==> src/rtl/clk_ctrl_pkg.sv <==
// Shared definitions for the clock-level control path: level width,
// reset level and the arbiter FSM state encoding.
package clk_ctrl_pkg;

  localparam int LVL_W = 4;
  localparam logic [LVL_W-1:0] DEFAULT_LVL = 4'd0;

  localparam logic [1:0] ST_IDLE   = 2'd0;
  localparam logic [1:0] ST_APPLY  = 2'd1;
  localparam logic [1:0] ST_SETTLE = 2'd2;

  // True in every state where the arbiter is working on a request.
  function automatic logic st_is_busy(input logic [1:0] st);
    return (st == ST_APPLY) || (st == ST_SETTLE);
  endfunction

endpackage

==> src/rtl/clk_level_arbiter_rr_pick.sv <==
// Combinational round-robin selector: first set request bit found when
// searching upward from Ptr, wrapping modulo NUM_REQ.
module rr_pick #(
  parameter int NUM_REQ = 3,
  parameter int IDX_W   = 2
) (
  input  logic [NUM_REQ-1:0] Req,
  input  logic [IDX_W-1:0]   Ptr,
  output logic [IDX_W-1:0]   Idx,
  output logic               Valid
);

  // Scan every offset from the pointer and keep the first hit.
  always_comb begin
    int               cand_int;
    logic [IDX_W-1:0] cand;
    Idx   = '0;
    Valid = 1'b0;
    for (int k = 0; k < NUM_REQ; k++) begin
      cand_int = int'(Ptr) + k;
      if (cand_int >= NUM_REQ) begin
        cand_int = cand_int - NUM_REQ;
      end else begin
        cand_int = cand_int;
      end
      cand = cand_int[IDX_W-1:0];
      if (!Valid && Req[cand]) begin
        Valid = 1'b1;
        Idx   = cand;
      end else begin
        Valid = Valid;
      end
    end
  end

endmodule

==> src/rtl/clk_level_arbiter.sv <==
// Round-robin arbiter that hands a divider level from one of NUM_REQ
// requesters to the clock divider, then holds off for SETTLE_CYC cycles
// whenever the level actually changed.
module clk_level_arbiter #(
  parameter int NUM_REQ    = 3,
  parameter int SETTLE_CYC = 4,
  parameter logic [clk_ctrl_pkg::LVL_W-1:0] DEFAULT_LVL = clk_ctrl_pkg::DEFAULT_LVL
) (
  input  logic                                  Clk,
  input  logic                                  Rst,
  input  logic [NUM_REQ-1:0]                    Req,
  input  logic [clk_ctrl_pkg::LVL_W*NUM_REQ-1:0] ReqLvl,
  output logic [NUM_REQ-1:0]                    Grant,
  output logic [clk_ctrl_pkg::LVL_W-1:0]        LevelOut,
  output logic                                  Busy
);
  import clk_ctrl_pkg::*;

  localparam int IDX_W = (NUM_REQ > 1) ? $clog2(NUM_REQ) : 1;
  localparam logic [7:0] SET_LOAD = 8'(SETTLE_CYC - 1);
  localparam logic [IDX_W-1:0] LAST_IDX = IDX_W'(NUM_REQ - 1);

  logic [1:0]         state_q, state_d;
  logic [IDX_W-1:0]   ptr_q, ptr_d;
  logic [IDX_W-1:0]   idx_q, idx_d;
  logic [LVL_W-1:0]   lvl_q, lvl_d;
  logic               chg_q, chg_d;      // latched level differs from old LevelOut
  logic [7:0]         cnt_q, cnt_d;
  logic [NUM_REQ-1:0] grant_q, grant_d;
  logic [LVL_W-1:0]   level_q, level_d;
  logic               busy_q, busy_d;

  logic [IDX_W-1:0]   pick_idx;
  logic               pick_valid;
  logic [LVL_W-1:0]   pick_lvl;

  rr_pick #(.NUM_REQ(NUM_REQ), .IDX_W(IDX_W)) u_pick (
    .Req   (Req),
    .Ptr   (ptr_q),
    .Idx   (pick_idx),
    .Valid (pick_valid)
  );

  assign pick_lvl = ReqLvl[int'(pick_idx)*LVL_W +: LVL_W];

  // Next-state logic for the IDLE/APPLY/SETTLE sequence and all outputs.
  always_comb begin
    state_d = state_q;
    ptr_d   = ptr_q;
    idx_d   = idx_q;
    lvl_d   = lvl_q;
    chg_d   = chg_q;
    cnt_d   = cnt_q;
    grant_d = '0;
    level_d = level_q;
    busy_d  = busy_q;
    case (state_q)
      ST_IDLE: begin
        if (pick_valid) begin
          state_d = ST_APPLY;
          idx_d   = pick_idx;
          lvl_d   = pick_lvl;
          chg_d   = (pick_lvl != level_q);
          level_d = pick_lvl;
          grant_d = NUM_REQ'(1) << pick_idx;
        end else begin
          state_d = ST_IDLE;
        end
      end
      ST_APPLY: begin
        if (idx_q == LAST_IDX) begin
          ptr_d = '0;
        end else begin
          ptr_d = idx_q + IDX_W'(1);
        end
        if (chg_q) begin
          state_d = ST_SETTLE;
          cnt_d   = SET_LOAD;
        end else begin
          state_d = ST_IDLE;
        end
      end
      ST_SETTLE: begin
        if (cnt_q == 8'd0) begin
          state_d = ST_IDLE;
        end else begin
          cnt_d = cnt_q - 8'd1;
        end
      end
      default: begin
        state_d = ST_IDLE;
      end
    endcase
    busy_d = st_is_busy(state_d);
  end

  // State and output registers; reset aborts any operation in flight.
  always_ff @(posedge Clk or posedge Rst) begin
    if (Rst) begin
      state_q <= ST_IDLE;
      ptr_q   <= '0;
      idx_q   <= '0;
      lvl_q   <= '0;
      chg_q   <= 1'b0;
      cnt_q   <= 8'd0;
      grant_q <= '0;
      level_q <= DEFAULT_LVL;
      busy_q  <= 1'b0;
    end else begin
      state_q <= state_d;
      ptr_q   <= ptr_d;
      idx_q   <= idx_d;
      lvl_q   <= lvl_d;
      chg_q   <= chg_d;
      cnt_q   <= cnt_d;
      grant_q <= grant_d;
      level_q <= level_d;
      busy_q  <= busy_d;
    end
  end

  assign Grant    = grant_q;
  assign LevelOut = level_q;
  assign Busy     = busy_q;

endmodule

==> config.mk <==
export PLATFORM = sky130hd
export DESIGN_NAME = clk_level_arbiter
export DESIGN_NICKNAME = d
export VERILOG_FILES = /design/src/rtl/clk_ctrl_pkg.sv /design/src/rtl/clk_level_arbiter_rr_pick.sv /design/src/rtl/clk_level_arbiter.sv
export SDC_FILE = /design/constraint.sdc
export NUM_CORES = 1
export LEC_CHECK = 0
export BUFFER_PORTS_ARGS = -buffer_cell sky130_fd_sc_hd__buf_2
export CAP_MARGIN = 15
export CORE_AREA = 10 10 69 71
export CTS_CLUSTER_DIAMETER = 30
export DETAILED_ROUTE_END_ITERATION = 10
export DIE_AREA = 0 0 79 81
export GPL_TIMING_DRIVEN = 0
export HOLD_SLACK_MARGIN = 0.03
export SLEW_MARGIN = 5
export SYNTH_ARGS = -nofsm -noshare
export SYNTH_HDL_FRONTEND = slang
export SYNTH_SLANG_ARGS = --single-unit
==> constraint.sdc <==
create_clock -name Clk -period 5.6 [get_ports Clk]
set_input_delay 1.12 -clock Clk [delete_from_list [all_inputs] [get_ports Clk]]
set_output_delay 1.12 -clock Clk [all_outputs]
set_load 0.02 [all_outputs]
==> flow_metrics.py <==
metrics = {
    "logic_synthesis": {
        "seq_area_frac_synth": 0.384,
        "synthTopCellsByCount": "dfrtp_1, nor2_1, inv_1",
        "async_flop_share": 1.00,
        "yosysWarnings": 0,
        "synth_top_area_cell": "dfrtp_1",
        "yosysTopAreaCellShare": 0.384,
        "postSynthAreaPerCell_um2": 9.87,
        "synth_area_leaders": "dfrtp_1, ha_1, xnor2_1, nor2_1, inv_1",
        "yosys.cell_count.top_type": "dfrtp_1",
        "synth_flop_cell": "dfrtp_1",
        "synthCells": 152,
        "syn-cell-area_mm2": 0.00150,
        "ys_ff_latch": 23,
        "syn_nets": 175,
        "ys_types": 49,
        "synth-edff-count": 0,
    },
    "sta": {
        "rsz0062_at_grt": "false",
        "layout_setup_ws_ns": 3.02,
        "whs_ns": 0.506,
        "fmax_mhz": 387,
        "maxSlewHeadroom": 0.441,
        "drv_slew": 0,
        "hold_viol": 0,
        "worst_pin_slew_ns": 0.837,
        "skew_ns": 0.00157,
        "setup_viol": 0,
        "setup_tns_ns": 0,
        "post-route-period-util": 0.461,
        "finalCriticalPeriod_ns": 2.58,
    },
    "cells_and_area": {
        "stdcell_count": 228,
        "layout-drive-gt1-share": 0.244,
        "antennaDiodeCount": 0,
        "n_fill_cell": 368,
        "post-route-util": 0.484,
        "fin_nets": 204,
        "synthToLayoutAreaGrowth_pct": 13.8,
    },
    "detailed_routing": {
        "vias_per_cell": 5.26,
        "vias": 1199,
        "drcViolationCount": 0,
        "postRouteAntennaNets": 0,
        "dr.pass1.iters": 4,
        "routed_wl_um": 3060,
        "drtIter0Drc": 55,
        "post_drt_wl_per_cell_um": 13.4,
    },
    "critical_path": {
        "critPathCaptureType": "register",
        "critPathArrivalTime_ns": 2.77,
        "cp_num_buf_inv": 2,
        "slowest_delay_ns": 0.28,
        "cpMaxStageDelayCell": "mux2_4",
        "crit_type": "in -> reg",
        "start_kind": "input port",
        "cp_max_fo": 7,
        "cp.required_ns": 5.79,
        "cp_top_family": "multiplexers",
        "path_cells": "buf_2 > mux2_4 > mux2i_4 > a22o_1 > buf_6 > mux2i_1 > xnor2_1 > nor4_2 > a211oi_1",
    },
    "cts": {
        "cts_inserted_buffers": 3,
        "htree_num_levels": 1,
        "hold_buffers": 0,
        "cts_buffer_depth": 2,
        "cts.sinks": 23,
        "cts_root_buf": "clkbuf_4",
        "cts_resized": 0,
        "cts_tree": "built",
        "cts.clk_slew.worst_paths_ns": 0.12,
        "clock_latency_ns": 0.30,
        "cts_setup_buffers": 0,
    },
    "grt": {
        "grtUsageTotal": 0.0965,
        "met3_usage": 0.0232,
        "grt_pass1_wl_um": 5140,
        "use_met1": 0.100,
        "grt_pass1_vias": 1187,
        "grt_use_met2": 0.180,
        "grt_max_degree": 24,
        "grt_most_used_layer": "met2",
        "antenna_found_initial": 0,
        "overflow": 0,
    },
    "floorplan": {
        "pin_count": 25,
        "die_h_um": 81,
        "core_mm2": 0.00352,
        "rows": 22,
        "start_util": 0.426,
        "die_area_mm2": 0.00640,
        "fp.dieW_um": 79,
    },
    "placement": {
        "dp_slack_ns": 2.67,
        "gp_congestion": 0.781,
        "io_buffers": 24,
        "placedCellCount": 224,
        "dp_hpwl_um": 2560,
    },
    "hold_path": {
        "min-delay-path-class": "reg -> reg",
    },
    "power_and_ir_drop": {
        "power_leakage_nw": 0.816,
        "ir_drop_uv": 259,
        "p_per_area_mw_per_mm2": 568,
    },
    "job": {
        "drv_cap": 0,
    },
    "run_status": {
        "status": "finished clean",
    },
}
## layer usage
layer  vias to the layer above  share of wire
li1                        591              -
met1                       575           0.40
met2                        27           0.54
met3                         6          0.043
met4                         0          0.016
met5                         -              0
## where the power goes
group          internal [mW]  leakage [nW]  total, mW  switching, mW
logic                  0.272         0.513      0.592          0.320
clock network         0.0278        0.0150     0.0755         0.0477
registers              0.238         0.288      0.303         0.0643
total                  0.538         0.816      0.970          0.432
## cell usage in the layout (no fill, tap or decap), drive strengths merged, types with 2 or more instances in the layout
master   synthesis  layout
nand2           10      10
or3              2       2
nor2            15      15
nand4b           2       2
nor3             3       3
nand3b           3       3
xor2             3       3
dfrtp           23      23
nor2b            2       2
nand3            4       4
a21o             2       2
buf              5      29
ha               6       6
a22o             2       2
nor4             4       4
nand2b           2       2
inv             14      14
and3             3       3
o2111ai          2       2
o21ai            9       9
xnor2            8       8
clkbuf           0       4
mux2i            4       4
and2b            2       2
mux2             6       6
## registers in the layout, summed over array words and instances, names as in the netlist
| name | cells |
|---|---|
| Grant | 3 |
| idx_q | 2 |
| state_q | 2 |
| LevelOut | 4 |
| chg_q | 1 |
| ptr_q | 2 |
| cnt_q | 8 |
| Busy | 1 |
## logic make-up after synthesis
kind of cell,synth area share
compound gates,0.145
xor+xnor,0.0642
fa+ha+maj,0.0500
buf+inv,0.0701
flops,0.384
mux,0.0826
simple gates,0.204
## per-stage QoR
stage                     instance area (um2)  total power [mW]
after global placement                   1680             0.889
after global routing                     1710              1.07
after floorplan                          1500             0.772
after detailed placement                 1680             0.908
final                                    1710             0.970
after CTS                                1710             0.984
## worst paths after layout
path                                      endpoint  slack (ns)  depth (start not counted)                  from
min reg2reg                   ptr_q[0]$_DFFE_PP0P_        0.51                          1  idx_q[1]$_DFFE_PP0N_
max in group asynchronous  LevelOut[0]$_DFFE_PP0N_        4.13                          2                   Rst
max                              chg_q$_DFFE_PP0N_        3.02                          9                Req[1]
min in group asynchronous  LevelOut[2]$_DFFE_PP0N_        0.96                          2                   Rst
max reg2reg                      chg_q$_DFFE_PP0N_        3.10                         11  ptr_q[0]$_DFFE_PP0P_
min                           ptr_q[0]$_DFFE_PP0P_        0.51                          1  idx_q[1]$_DFFE_PP0N_
## area by class of cell
cell class	instances	area [um2]	share of cell area
Buffer	5	52.6	0.0308
Clock buffer	4	26.3	0.0154
Inverter	14	52.6	0.0308
Multi-Input combinational cell	110	820	0.480
Sequential cell	23	576	0.337
Tap cell	48	60.1	0.0352
Timing Repair Buffer	24	120	0.0704
## worst register-to-register path, stage by stage, from the launching register on
cell       delay [ns]
dfrtp_1          0.41
inv_1            0.08
ha_1             0.28
buf_2            0.18
nor2b_1          0.17
o2111ai_1        0.13
nand3_1          0.19
buf_2            0.24
nor2_1           0.06
a2111o_1         0.44
nor4_2           0.14
a211oi_1         0.08
(Power assumes the default switching activity.)
